[src/rtl/ecg_hybrid_decoder.sv]
// ecg_hybrid_decoder
// Receive-side decompressor for the hybrid run-length / Golomb-Rice ECG
// stream. Each accepted codeword is either a run token (N repeats of the
// current predictor) or a GR codeword (k=3/4/5) whose signed delta is
// accumulated onto the predictor. Reconstructed samples leave through a
// single-slot valid/ready output register.
//
// Optional build macro: DEC_SAT_EN
//   defined   -> pred+delta saturates to the signed SMP_W range
//   undefined -> pred+delta wraps modulo 2^SMP_W
//
// Ports:
//   clk        in   system clock, rising edge
//   rst_n      in   asynchronous active-low reset
//   pred_clr   in   synchronous pulse, predictor <= 0 (also aborts a run)
//   cw_valid   in   codeword valid
//   cw_ready   out  codeword can be accepted this cycle
//   cw_type    in   0=run token, 1/2/3 = GR k=3/4/5
//   cw_data    in   codeword, LSB-aligned
//   smp_valid  out  output sample valid
//   smp_ready  in   sink accepts sample
//   smp_data   out  reconstructed signed sample
//   err        out  one-cycle pulse on a zero-length run token
//
// state   | meaning
// ST_IDLE | accepting codewords (when the output slot is free)
// ST_RUN  | emitting the remaining samples of a run token

module ecg_hybrid_decoder #(
    parameter int SMP_W = 16,
    parameter int Q_W   = 6,
    parameter int RUN_W = 8
) (
    input  logic             clk,
    input  logic             rst_n,
    input  logic             pred_clr,
    input  logic             cw_valid,
    output logic             cw_ready,
    input  logic [1:0]       cw_type,
    input  logic [11:0]      cw_data,
    output logic             smp_valid,
    input  logic             smp_ready,
    output logic [SMP_W-1:0] smp_data,
    output logic             err
);

    typedef enum logic {ST_IDLE, ST_RUN} state_t;

    localparam int A_W = SMP_W + 2;

    state_t             r_state, w_nxt_state;
    logic [SMP_W-1:0]   r_pred, w_nxt_pred;
    logic [SMP_W-1:0]   r_smp_data, w_nxt_data;
    logic               r_smp_valid, w_nxt_valid;
    logic               r_err, w_nxt_err;
    logic [RUN_W-1:0]   r_cnt, w_nxt_cnt;

    logic               w_slot_free;
    logic               w_xfer;
    logic [RUN_W-1:0]   w_run_n;
    logic               w_sign;
    logic signed [A_W-1:0] w_mag, w_delta, w_base, w_sum;
    logic [SMP_W-1:0]   w_res;
    logic [SMP_W-1:0]   w_pred_eff;

    assign w_slot_free = !r_smp_valid || smp_ready;
    assign cw_ready    = (r_state == ST_IDLE) && w_slot_free;
    assign w_xfer      = cw_valid && cw_ready;
    assign w_run_n     = cw_data[RUN_W-1:0];

    // A same-cycle clear takes effect before the codeword is decoded.
    assign w_pred_eff  = pred_clr ? '0 : r_pred;

    always_comb begin
        w_mag  = '0;
        w_sign = 1'b0;
        unique case (cw_type)
            2'd1: begin
                w_mag  = A_W'({cw_data[Q_W+3:4], cw_data[2:0]});
                w_sign = cw_data[3];
            end
            2'd2: begin
                w_mag  = A_W'({cw_data[Q_W+4:5], cw_data[3:0]});
                w_sign = cw_data[4];
            end
            2'd3: begin
                w_mag  = A_W'({cw_data[Q_W+5:6], cw_data[4:0]});
                w_sign = cw_data[5];
            end
            default: begin
                w_mag  = '0;
                w_sign = 1'b0;
            end
        endcase
    end

    assign w_delta = w_sign ? -w_mag : w_mag;
    assign w_base  = A_W'($signed(w_pred_eff));
    assign w_sum   = w_base + w_delta;

`ifdef DEC_SAT_EN
    // Out of range whenever the three top bits disagree.
    always_comb begin
        w_res = w_sum[SMP_W-1:0];
        if (w_sum[A_W-1:SMP_W-1] != 3'b000 && w_sum[A_W-1:SMP_W-1] != 3'b111)
            w_res = w_sum[A_W-1] ? {1'b1, {(SMP_W-1){1'b0}}} : {1'b0, {(SMP_W-1){1'b1}}};
    end
`else
    assign w_res = w_sum[SMP_W-1:0];
`endif

    always_ff @(posedge clk or negedge rst_n) begin
        if (!rst_n)
            r_state <= ST_IDLE;
        else
            r_state <= w_nxt_state;
    end

    always_comb begin
        w_nxt_state = r_state;
        w_nxt_pred  = w_pred_eff;
        w_nxt_cnt   = r_cnt;
        w_nxt_data  = r_smp_data;
        w_nxt_valid = r_smp_valid && !smp_ready;
        w_nxt_err   = 1'b0;
        unique case (r_state)
            ST_IDLE: begin
                if (w_xfer) begin
                    if (cw_type == 2'd0) begin
                        if (w_run_n == '0) begin
                            w_nxt_err = 1'b1;
                        end else begin
                            w_nxt_data  = w_pred_eff;
                            w_nxt_valid = 1'b1;
                            w_nxt_cnt   = w_run_n - RUN_W'(1);
                            if (w_run_n != RUN_W'(1))
                                w_nxt_state = ST_RUN;
                        end
                    end else begin
                        w_nxt_data  = w_res;
                        w_nxt_pred  = w_res;
                        w_nxt_valid = 1'b1;
                    end
                end
            end
            ST_RUN: begin
                if (pred_clr) begin
                    w_nxt_state = ST_IDLE;
                    w_nxt_cnt   = '0;
                end else if (w_slot_free) begin
                    w_nxt_data  = r_pred;
                    w_nxt_valid = 1'b1;
                    w_nxt_cnt   = r_cnt - RUN_W'(1);
                    if (r_cnt == RUN_W'(1))
                        w_nxt_state = ST_IDLE;
                end
            end
            default: w_nxt_state = ST_IDLE;
        endcase
    end

    always_ff @(posedge clk or negedge rst_n) begin
        if (!rst_n) begin
            r_pred      <= '0;
            r_smp_data  <= '0;
            r_smp_valid <= 1'b0;
            r_err       <= 1'b0;
            r_cnt       <= '0;
        end else begin
            r_pred      <= w_nxt_pred;
            r_smp_data  <= w_nxt_data;
            r_smp_valid <= w_nxt_valid;
            r_err       <= w_nxt_err;
            r_cnt       <= w_nxt_cnt;
        end
    end

    assign smp_valid = r_smp_valid;
    assign smp_data  = r_smp_data;
    assign err       = r_err;

endmodule

[config.mk]
export PLATFORM = sky130hd
export DESIGN_NAME = ecg_hybrid_decoder
export DESIGN_NICKNAME = d
export VERILOG_FILES = /design/src/rtl/ecg_hybrid_decoder.sv
export SDC_FILE = /design/constraint.sdc
export NUM_CORES = 1
export LEC_CHECK = 0
export BUFFER_PORTS_ARGS = -buffer_cell sky130_fd_sc_hd__buf_2
export CORE_MARGIN = 2
export CORE_UTILIZATION = 60
export CTS_BUF_LIST = sky130_fd_sc_hd__clkbuf_2 sky130_fd_sc_hd__clkbuf_4 sky130_fd_sc_hd__clkbuf_8
export DETAILED_ROUTE_END_ITERATION = 8
export PLACE_DENSITY = 0.91
export SLEW_MARGIN = 25
export SYNTH_ARGS = -nofsm -noshare
export SYNTH_HDL_FRONTEND = slang
export SYNTH_SLANG_ARGS = --single-unit
[constraint.sdc]
create_clock -name clk -period 3.45 [get_ports clk]
set_clock_uncertainty 0.05 [all_clocks]
set_input_delay 0.345 -clock clk [delete_from_list [all_inputs] [get_ports clk]]
set_output_delay 0.345 -clock clk [all_outputs]
set_load 0.01 [all_outputs]
==> results summary, run 1 <==
The commonest cells after synthesis are 58 x nand2_1, 45 x o21ai_0, 43 x dfrtp_1. The worst hold slack after final layout is -0.0345 ns. The sequential cell area is 1080 sq um. The number of antenna diodes is 0.

The signal arrival time at the worst endpoint came out at 3.39 ns. The worst hold-check path type is in -> async. The count of boundary I/O pins is 38. The setup path with the least slack is of type in -> reg.

After clock tree synthesis, the repair step resized 0 gates. The leakage component of the power is between 1.5 and 2 nW. The final layout net count came out at between 500 and 600. The final number of max-transition violations is 0. The proportion of register bits with asynchronous set or reset after synthesis is 1.00. The total grt overflow came out at 0. The number of global-route vias before repair is around 3,300. The count of unique library cells instantiated by Yosys is 54. The post-synthesis average cell area came out at ~8 sq um. The peak supply drop is roughly 320 uV.

The sequential element share of the synthesized area came out at 0.311. The met3 usage in global routing is 0.0532. The deepest clock path buffer count is 2. The post-layout minimum cycle time came out at between 3 and 4 ns.

The number of endpoints failing setup at the final stage came out at 0. For this configuration, the core starts out at a cell density of 0.625. The number of port buffers came out at 37.

Across the run, the number of max-cap violations was 0. The slew at the pin with the worst max-slew slack is roughly 0.65 ns. The total CTS buffers is 5. The finished cells cover ~4000 sq um.

The number of enable flip-flop cells after synthesis is 0. The area after detailed placement is between 3000 and 4000 sq um. The core region area came out at roughly 5500 sq um. The initial antenna violation count came to 0. The startpoint type of the worst setup path is an input port.

The first-pass detailed-route iteration total is 8. The first-pass GRT wire length came out at roughly 16 mm. STA classifies the critical path endpoint as a flip-flop. The fraction of the cycle the final worst path needs is 0.934. The critical-path maximum fanout is 5. The area of the mapped netlist is about 3500 sq um.

The die is between 70 and 80 microns wide. The top cell type's share of synthesized area came out at 0.311. For the worst-skew pair, the clock arrives at the later sink with an insertion delay of approximately 0.31 ns. The run finished, with violations left.

The fraction of final layout cells sized beyond drive strength 1 came out at 0.183. The DRC violation total after the first TritonRoute iteration came out at ~420. The placer congestion estimate came out at between 0.9 and 1. The area occupied by multi-input gates came out at ~2300 sq um. The floorplan row count is 27.

The clock edge transition at the registers on the reported setup and hold paths is about 0.08 ns. The met1 usage is 0.434. The aggregate routed wire length is approximately 9.8 mm. Relative to the synthesized area, the layout overhead comes to 15.3%. The worst path required time is 3.61 ns. The total of flip-flops plus latches after synthesis is between 40 and 50. The tree is rooted in a clkbuf_8. The H-tree was split into 2 levels.

The clock tree from TritonCTS is done. Sorting the synthesized cells by area gives the leading types as dfrtp_1 31%, ha_1 7.2%, o21ai_0 6.5%. The worst slew margin relative to its limit is 0.565.

Setup repair after global routing left no endpoint under its margin. The remaining antenna violation count after routing came out at 0. After detailed routing, the number of remaining DRC violations is 0. The total count of hold-check failures in the final report is 43. The via density per instance is approximately 6.7.

The met2 track utilization from global routing is 0.500. In the synthesized netlist the dominant register cell turns out to be dfrtp_1. The power per cell area came out at 508 nW/um^2. The number of sinks handled by clock tree synthesis is 43. The filler cell count in the final layout is between 400 and 500.

The cell count after synthesis is approximately 430. The count of yosys warnings during synthesis is 0. The detail-routed net length per standard cell came out at between 15 and 20 microns.

The floorplan step defined a die boundary enclosing 6400 sq um. At the placement stage, the worst setup path has a slack of -0.0476 ns. The worst path setup slack after routing is 0.227 ns. The all-layer global routing usage came out at 0.318. The total vias in the final route is about 3,700. The most crowded layer after global routing is met2. The net count of the mapped netlist came out at between 400 and 500. The hold-fix buffer count after cts is 0.

Once the clock tree was built, the setup fixing pass inserted 0 buffers. The peak clock frequency supported by timing is between 300 and 400 MHz. The final reports fail on negative hold slack. Summed over all instances, the cell type with the most area after synthesis is dfrtp_1. The wire-length estimate of the detail-placed layout is 7.15 mm.

The vertical die dimension came out at ~80 microns. Yosys instantiated no cell more often than nand2_1. Entering global routing, the biggest net connects 44 pins.
-- critical path: stages --
cell and delay (ns):
buf_2 0.10, mux2_2 0.35, a22o_1 0.29, nand2_1 0.09
o21a_1 0.18, inv_1 0.06, ha_1 0.31, a211oi_1 0.25
o21ai_0 0.18, o2111a_1 0.33, o21a_1 0.22, o311ai_0 0.35
o21ai_0 0.13, o21ai_0 0.19
-- registers in the layout, indices dropped and copies added, names as in the netlist --
register   count
r_pred        16
smp_valid      1
err            1
r_state        1
smp_data      16
r_cnt          8
-- power breakdown --
group / internal (W) / switching [W]
logic: 0.000363 / 0.000514
registers: 0.000643 / 0.0000913
clock network: 0.000234 / 0.000182
total: 0.00124 / 0.000788
-- final timing paths --
path / end / cells past startpoint / start / slack, ns
max in group asynchronous: smp_data[7]$_DFFE_PN0P_ / 1 / rst_n / 3.00
hold / removal: r_cnt[3]$_DFFE_PN0P_ / 1 / rst_n / -0.03
setup reg to reg: smp_data[10]$_DFFE_PN0P_ / 13 / r_pred[0]$_DFF_PN0_ / 0.64
setup / recovery: smp_data[9]$_DFFE_PN0P_ / 14 / cw_type[0] / 0.23
min in group clk: err$_DFF_PN0_ / 3 / cw_valid / 0.29
hold reg to reg: smp_data[0]$_DFFE_PN0P_ / 2 / smp_data[0]$_DFFE_PN0P_ / 0.45
-- placed cells by master (no fill, tap or decap), types with 8 or more instances in the layout --
cell type | Yosys | layout
nand2_1 | 58 | 56
nor2b_1 | 17 | 17
ha_1 | 20 | 19
a21oi_1 | 26 | 25
a21o_1 | 8 | 8
nand3_1 | 12 | 12
nor2_1 | 28 | 28
xnor2_1 | 17 | 17
buf_4 | 0 | 23
inv_1 | 14 | 14
dfrtp_1 | 43 | 43
o21ai_0 | 45 | 43
buf_2 | 3 | 36
o31ai_1 | 9 | 9
-- layer usage --
metal	wire [microns]	up-vias
met1	4030	1723
met2	4510	244
li1	-	1648
met5	0	-
met4	312	0
met3	933	43
-- area by class of cell --
class / count / area share
clock buffer: 6 / 0.0207
timing repair buffer: 59 / 0.0883
inverter: 14 / 0.0132
tap: 72 / 0.0225
clock inverter: 2 / 0.00877
multi-input combinational: 352 / 0.577
sequential: 43 / 0.269
-- logic make-up (layout without fill, tap and decap cells) --
family          Yosys count  after routing  synth area share
mux                       7              7            0.0224
flops                    43             43             0.311
simple gates            153            153             0.211
fa+ha+maj                22             22            0.0809
compound gates          148            148             0.276
buf+inv                  39             81            0.0433
xor+xnor                 22             22            0.0556
-- through the flow --
stage,std cells,hold slack (ns),util,TNS (ns),total power (W)
global placement,540,0.407,0.699,0,0.00154
global route,548,0.0251,0.721,0,0.00214
finish,548,-0.0345,0.721,0,0.00203
detailed placement,540,0.432,0.699,-0.0476,0.00158
floorplan,434,-0.000591,-,-0.0961,0.00131
CTS,548,0.170,0.721,0,0.00200
(Power assumes the default switching activity.)
==> run 2: changes to the inputs <==
--- a/config.mk
+++ b/config.mk
@@ -6,7 +6,7 @@
 export NUM_CORES = 1
 export LEC_CHECK = 0
 export BUFFER_PORTS_ARGS = -buffer_cell sky130_fd_sc_hd__buf_2
-export CORE_MARGIN = 2
+export CORE_MARGIN = 4
 export CORE_UTILIZATION = 60
 export CTS_BUF_LIST = sky130_fd_sc_hd__clkbuf_2 sky130_fd_sc_hd__clkbuf_4 sky130_fd_sc_hd__clkbuf_8
 export DETAILED_ROUTE_END_ITERATION = 8
==> results summary, run 2 (same netlist as run 1, synthesis figures left out) <==
The leakage component of the power is 1.86 nW (-0.69%). The clock latency on the worst-skew pair is 0.30 ns (about the same). The all-layer global routing usage is 0.283 (-0.0352). The filler cell count in the final layout is 420 (+3.4%). The critical-path maximum fanout came out at 9 (+4). The worst path required time came out at 3.61 ns (about the same). The final layout net count is 513 (-0.39%). The number of port buffers came to 37 (unchanged). The delay contributed by the slowest stage of the critical path is 0.33 ns (-0.02 ns). In this run the clock root is driven by a clkbuf_8.

The deepest clock path buffer count is 2 (unchanged). The hold-fix buffer count after cts came to 0 (unchanged). The fraction of final layout cells sized beyond drive strength 1 came out at 0.179 (-0.00345).

The first-pass detailed-route iteration total is 5 (-3). The total grt overflow came out at 0 (unchanged). The count of boundary I/O pins is 38 (unchanged). The slew at the pin with the worst max-slew slack came out at 0.778 ns (+0.130 ns). The run finished, with violations left. The detail-routed net length per standard cell is 18.1 microns (+1.2%). The die area is 7050 sq um (+10%). The final routed DRC violation total came out at 0 (unchanged).

The post-DP HPWL came out at 7.30 mm (+2.1%). The floorplan row count is 27 (unchanged). The worst hold slack after final layout came out at -0.0395 ns (-0.00496 ns).

The final reports fail on negative hold slack. The cell that appears most often on the critical path is o21ai_0. The worst setup path is of the in -> reg kind. The post-layout minimum cycle time came out at 3.27 ns (+0.0458 ns).

The fraction of the cycle the final worst path needs is 0.948 (+0.0133). The remaining antenna violation count after routing is 0 (unchanged). The min-delay analysis places its worst path in the category in -> async. The worst slew margin relative to its limit came out at 0.476 (-0.0890).

The total vias in the final route came out at 3,568 (-2.5%). The peak clock frequency supported by timing was 306 MHz (-1.4%). Leaving out fill and tap cells, the most frequent cell in the layout is nand2_1. The slowest stage of the critical path is the o2111a_1 cell. The initial antenna violation count is 0 (unchanged).

The clock edge transition at the registers on the reported setup and hold paths came out at 0.09 ns (about the same). The total CTS buffers came out at 5 (unchanged). The worst setup path is captured at a flip-flop.

The final cell count without fillers is 546 (-0.36%). The number of buffers and inverters on the critical path came out at 2 (unchanged). The signal arrival time at the worst endpoint was 3.42 ns (+0.03 ns). The area of all placed cells without fillers is 3980 sq um (-0.41%). The number of max-capacitance violations reported came to 0 (unchanged).

The aggregate routed wire length came out at 9.87 mm (+0.85%). The vertical die dimension is 84.0 microns (+5.0%). The placer congestion estimate came out at 0.946 (+2.6%). The total count of hold-check failures in the final report came out at 43 (unchanged).

The post-layout utilization of the core is 0.718 (-0.00294). The power per cell area came out at 498 nW/um^2 (-1.9%). The core region area came out at 5540 sq um (unchanged). The number of endpoints failing setup at the final stage is 0 (unchanged). The total placed cells including tap cells came out at 538 (-0.37%). The first-pass GRT wire length came out at 16.2 mm (+1.0%). The peak supply drop is 282 uV (-12%). The via density per instance is 6.53 (-2.1%). The final number of max-transition violations came out at 0 (unchanged). The initial cell density of the core came out at 0.625 (unchanged).

Setup repair after global routing left no endpoint under its margin. The area growth from synthesis to layout came out at 14.8%. The number of global-route vias before repair was 3,301 (-0.99%).

TritonCTS built the clock tree. The DRC violation total after the first TritonRoute iteration is 600 (+42%). The H-tree level count came out at 2 (unchanged). In the layout the commonest cells are 56 x nand2_1, 43 x o21ai_0, 43 x dfrtp_1. The number of sinks handled by clock tree synthesis came out at 43 (unchanged). The overall power after layout came to 0.00198 W (-2.3%). The number of antenna diodes came out at 0 (unchanged). Traced cell by cell, the critical path runs through buf_2 -> mux2_2 -> a22o_1 -> nand2_1 -> o21a_1 -> inv_1 -> ha_1 -> a211oi_1 -> o21ai_0 -> o2111a_1 -> o31ai_1 -> xnor2_1 -> a21oi_1 -> o21ai_0.

The top cell family by delay on the critical path is compound AO/OA/AOI/OAI gates. The pin count of the biggest net entering global routing is 44 (unchanged). The total negative slack came out at 0 ns (unchanged).

The startpoint type of the worst setup path is an input port. The horizontal die dimension is 84.0 microns (+5.0%). The area after detailed placement came out at 3870 sq um (about the same).
run 2: per-stage QoR:
| step | worst slack, ns | hold WS, ns |
|---|---|---|
| global placement | 0.0298 | 0.408 |
| floorplan | -0.0824 | -0.000591 |
| detailed placement | -0.0729 | 0.415 |
| global route | 0.0459 | 0.00943 |
| finish | 0.181 | -0.0395 |
| CTS | 0.181 | 0.169 |
run 2: cell type report:
cell class	count	area, sq um	share of cell area
clock buffer	8	104	0.0261
multi-input combinational	352	2310	0.580
inverter	14	52.6	0.0132
tap	72	90.1	0.0226
timing repair buffer	57	350	0.0881
sequential	43	1080	0.270
run 2: worst register-to-register path, cell delays in order (launching register included):
cell      delay [ns]
dfrtp_1         0.39
nor2b_1         0.16
ha_1            0.25
inv_1           0.10
fa_1            0.21
nand2b_1        0.14
a21oi_1         0.08
or4_1           0.44
a31o_2          0.31
a221oi_2        0.29
xnor2_1         0.16
o31ai_1         0.29
run 2: repair_timing:
item,4_1_cts,5_1_grt
gates resized for setup,0,1
endpoints found under the setup margin,0,1
setup buffers,0,0
run 2: final timing paths:
| path | startpoint | end | slack, ns | cells after the start |
|---|---|---|---|---|
| worst max-delay path | cw_data[5] | smp_data[11]$_DFFE_PN0P_ | 0.18 | 14 |
| worst min-delay path | rst_n | r_cnt[0]$_DFFE_PN0P_ | -0.04 | 1 |
| worst max register to register | r_pred[0]$_DFF_PN0_ | smp_data[12]$_DFFE_PN0P_ | 0.49 | 11 |
| worst min register to register | smp_data[0]$_DFFE_PN0P_ | smp_data[0]$_DFFE_PN0P_ | 0.43 | 2 |
| max in group asynchronous | rst_n | smp_data[4]$_DFFE_PN0P_ | 3.00 | 1 |
| min in group clk | cw_valid | err$_DFF_PN0_ | 0.29 | 3 |
run 2: where the power goes:
| group | switching [W] | total (W) | internal, W | leakage, nW |
|---|---|---|---|---|
| Sequential | 0.0000943 | 0.000737 | 0.000643 | 0.545 |
| Combinational | 0.000513 | 0.000879 | 0.000365 | 1.26 |
| Clock | 0.000174 | 0.000365 | 0.000191 | 0.0549 |
run 2: layer usage:
layer / wire, microns / global-route usage / share of wire / vias to the layer above
met4: 290 / 0.0994 / 0.029 / 0
li1: - / - / - / 1648
met2: 4570 / 0.456 / 0.46 / 236
met1: 4100 / 0.386 / 0.42 / 1642
met5: 0 / 0 / 0 / -
met3: 911 / 0.0424 / 0.092 / 42
==> run 3: changes to the inputs <==
--- a/config.mk
+++ b/config.mk
@@ -7,10 +7,11 @@
 export LEC_CHECK = 0
 export BUFFER_PORTS_ARGS = -buffer_cell sky130_fd_sc_hd__buf_2
 export CORE_MARGIN = 4
-export CORE_UTILIZATION = 60
+export CORE_UTILIZATION = 45
 export CTS_BUF_LIST = sky130_fd_sc_hd__clkbuf_2 sky130_fd_sc_hd__clkbuf_4 sky130_fd_sc_hd__clkbuf_8
 export DETAILED_ROUTE_END_ITERATION = 8
-export PLACE_DENSITY = 0.91
+export MAX_ROUTING_LAYER = met4
+export PLACE_DENSITY = 0.74
 export SLEW_MARGIN = 25
 export SYNTH_ARGS = -nofsm -noshare
 export SYNTH_HDL_FRONTEND = slang
==> results summary, run 3 (same netlist as run 1, synthesis figures left out) <==
The area after detailed placement came out at 3920 sq um (+1.3%). The total CTS buffers is 5 (unchanged). The final routed DRC violation total was 0 (unchanged). The area growth from synthesis to layout came out at 16.6%. Setup repair after global routing left no endpoint under its margin.

The leakage component of the power is 1.87 nW (+0.93%). The total negative slack came out at 0 ns (unchanged). The via density per instance came out at 5.84 (-11%).

The horizontal die dimension was 95.7 microns (+14%). The remaining antenna violation count after routing is 0 (unchanged). The path depth of the worst reg2reg path came out at 12 (+1).

The delay contributed by the slowest stage of the critical path came to 0.33 ns (about the same). The post-place setup slack is -0.0303 ns (+0.0426 ns). The placer congestion estimate came out at 0.902 (-4.6%). The fraction of final layout cells sized beyond drive strength 1 came out at 0.186 (+0.00687).

The classification of the worst setup path is in -> reg. The library cells used most frequently in the layout, excluding fill and tap cells, are 56 x nand2_1, 43 x o21ai_0, 43 x dfrtp_1. The first-pass detailed-route iteration total came out at 5 (unchanged). The fraction of power spent switching nets is 0.386 (-0.00839). The peak clock frequency supported by timing came to 314 MHz (+2.6%).

The total of cells resized after clock tree synthesis came to 0 (unchanged). The H-tree level count came out at 2 (unchanged). The peak supply drop came out at 183 uV (-35%). The hold-fix buffer count after cts is 0 (unchanged). The register-to-register path setup slack came out at 0.66 ns (+0.17 ns).

The area of all placed cells without fillers came out at 4040 sq um (+1.5%). The tree is rooted in a clkbuf_8. The initial cell density of the core is 0.470 (-0.155).

The power per cell area came out at 494 nW/um^2 (-0.78%). The number of buffers and inverters on the critical path is 2 (unchanged). The checks that failed: negative hold slack. The aggregate routed wire length is 9.49 mm (-3.9%). The core region area came out at 7370 sq um (+33%). The number of global-route vias before repair is 3,186 (-3.5%). The number of endpoints failing setup at the final stage came to 0 (unchanged).

In this design, the largest share of critical-path delay is due to compound AO/OA/AOI/OAI gates. The part of the power in combinational logic is 0.431 (-0.013). Traced cell by cell, the critical path runs through buf_2 -> mux2_2 -> a22o_1 -> nand2_1 -> o21a_1 -> inv_1 -> ha_1 -> a211oi_1 -> o21ai_0 -> o2111a_1 -> o21a_1 -> o311ai_0 -> o21ai_0 -> o21ai_0.

The count of boundary I/O pins was 38 (unchanged). The clock edge transition at the registers on the reported setup and hold paths is 0.08 ns (about the same). The beginning of the worst register-to-register path is r_pred[0]$_DFF_PN0_. The critical-path maximum fanout came to 9 (unchanged).

The worst path setup slack after routing is 0.262 ns (+0.0813 ns). The total vias in the final route came out at 3,369 (-5.6%). The signal arrival time at the worst endpoint is 3.37 ns (-0.05 ns).

The final number of max-transition violations came out at 0 (unchanged). The worst slew margin relative to its limit came to 0.591 (+0.115). The number of port buffers came out at 37 (unchanged). The slew at the pin with the worst max-slew slack is 0.607 ns (-0.171 ns). The worst path required time came out at 3.63 ns (+0.02 ns).

The detail-routed net length per standard cell is 16.4 microns (-9.1%). The all-layer global routing usage came out at 0.224 (-0.0593). The number of sinks handled by clock tree synthesis is 43 (unchanged). The total grt overflow is 0 (unchanged). For this design, the slowest cell found on the critical path is o2111a_1. The DRC violation total after the first TritonRoute iteration is 288 (-52%). The post-DP HPWL is 7.24 mm (-0.86%). The run finished, with violations left. The initial antenna violation count is 0 (unchanged). The worst register-to-register path ends at smp_data[14]$_DFFE_PN0P_.

The most frequent cell on the critical path is o21ai_0. The vertical die dimension came to 95.7 microns (+14%). The floorplan row count came out at 31 (+15%). The worst setup path is captured at a flip-flop. The number of antenna diodes is 0 (unchanged). The overall power after layout is 0.00200 W (+0.72%).

The pin count of the biggest net entering global routing is 44 (unchanged). The deepest clock path buffer count came out at 2 (unchanged). The min-delay analysis places its worst path in the category in -> async. The die area came out at 9170 sq um (+30%). TritonCTS built the clock tree. The final layout net count came out at 517 (+0.78%). The register share of total power came out at 0.365 (-0.007). The part of the power in the clock network was 0.203 (+0.019). The fraction of the cycle the final worst path needs came out at 0.924 (-0.0236). The post-layout minimum cycle time is 3.19 ns (-0.0813 ns).

The internal portion of total power came out at 0.00122 W (+2.1%). The number of post-CTS setup repair buffers is 0 (unchanged). The library cell used most frequently in the layout, excluding fill and tap cells, is nand2_1. The first-pass GRT wire length is 15.8 mm (-2.6%).

The worst hold slack after final layout came out at -0.0347 ns (+0.00482 ns). The switching power of the nets came out at 0.000771 W (-1.4%). The total count of hold-check failures in the final report is 43 (unchanged).

The number of max-capacitance violations reported came out at 0 (unchanged). The depth of the critical timing path with buffers and inverters included came to 14 (unchanged). The filler cell count in the final layout was 702 (+67%).

The clock latency on the worst-skew pair came out at 0.31 ns (about the same). STA classifies the critical path startpoint as an input port.
-- run 3: cell types whose count changed in the layout (fill, tap and decap cells not counted) --
| cell | previous run | this run |
|---|---|---|
| o311ai_0 | 0 | 1 |
| clkinv_2 | 0 | 1 |
| o311ai_1 | 1 | 0 |
| clkbuf_8 | 7 | 5 |
| clkinv_4 | 0 | 1 |
| buf_12 | 1 | 0 |
| clkbuf_4 | 1 | 0 |
| buf_4 | 20 | 25 |
| bufinv_16 | 0 | 1 |
-- run 3: area by class of cell --
| cell class | count | area [sq um] | area share |
|---|---|---|---|
| clock inverter | 3 | 43.8 | 0.0108 |
| clock buffer | 5 | 68.8 | 0.0170 |
| multi-input combinational | 352 | 2310 | 0.571 |
| sequential | 43 | 1080 | 0.266 |
| tap | 99 | 124 | 0.0307 |
| timing repair buffer | 61 | 368 | 0.0911 |
| inverter | 14 | 52.6 | 0.0130 |
-- run 3: power by group through the flow --
| stage | sequential (W) | combinational, W | clock, W |
|---|---|---|---|
| finish | 0.000729 | 0.000860 | 0.000406 |
| global route | 0.000750 | 0.000959 | 0.000427 |
| CTS | 0.000730 | 0.000855 | 0.000407 |
| detailed placement | 0.000738 | 0.000851 | 0 |
| global placement | 0.000731 | 0.000834 | 0 |
| floorplan | 0.000758 | 0.000554 | 0 |
-- run 3: metal layers --
layer / global-route usage / part of all wire
met5: - / 0
met4: 0.0581 / 0.012
met3: 0.0235 / 0.048
met2: 0.345 / 0.44
met1: 0.314 / 0.50
-- run 3: metrics by stage --
step | hold slack (ns) | instances | util
global route | 0.0219 | 577 | 0.548
floorplan | -0.000591 | 434 | -
CTS | 0.177 | 577 | 0.548
detailed placement | 0.419 | 569 | 0.532
finish | -0.0347 | 577 | 0.548
global placement | 0.408 | 569 | 0.532
-- run 3: how the worst max path moves through the flow --
stage | endpoint | slack (ns) | from
after floorplan | r_pred[15]$_DFF_PN0_ | -0.08 | cw_type[1]
after global placement | smp_data[9]$_DFFE_PN0P_ | -0.02 | cw_data[5]
after detailed placement | smp_data[9]$_DFFE_PN0P_ | -0.03 | cw_type[0]
after CTS | smp_data[9]$_DFFE_PN0P_ | 0.27 | cw_type[0]
after global routing | smp_data[9]$_DFFE_PN0P_ | 0.04 | cw_data[5]
final | smp_data[9]$_DFFE_PN0P_ | 0.26 | cw_data[5]
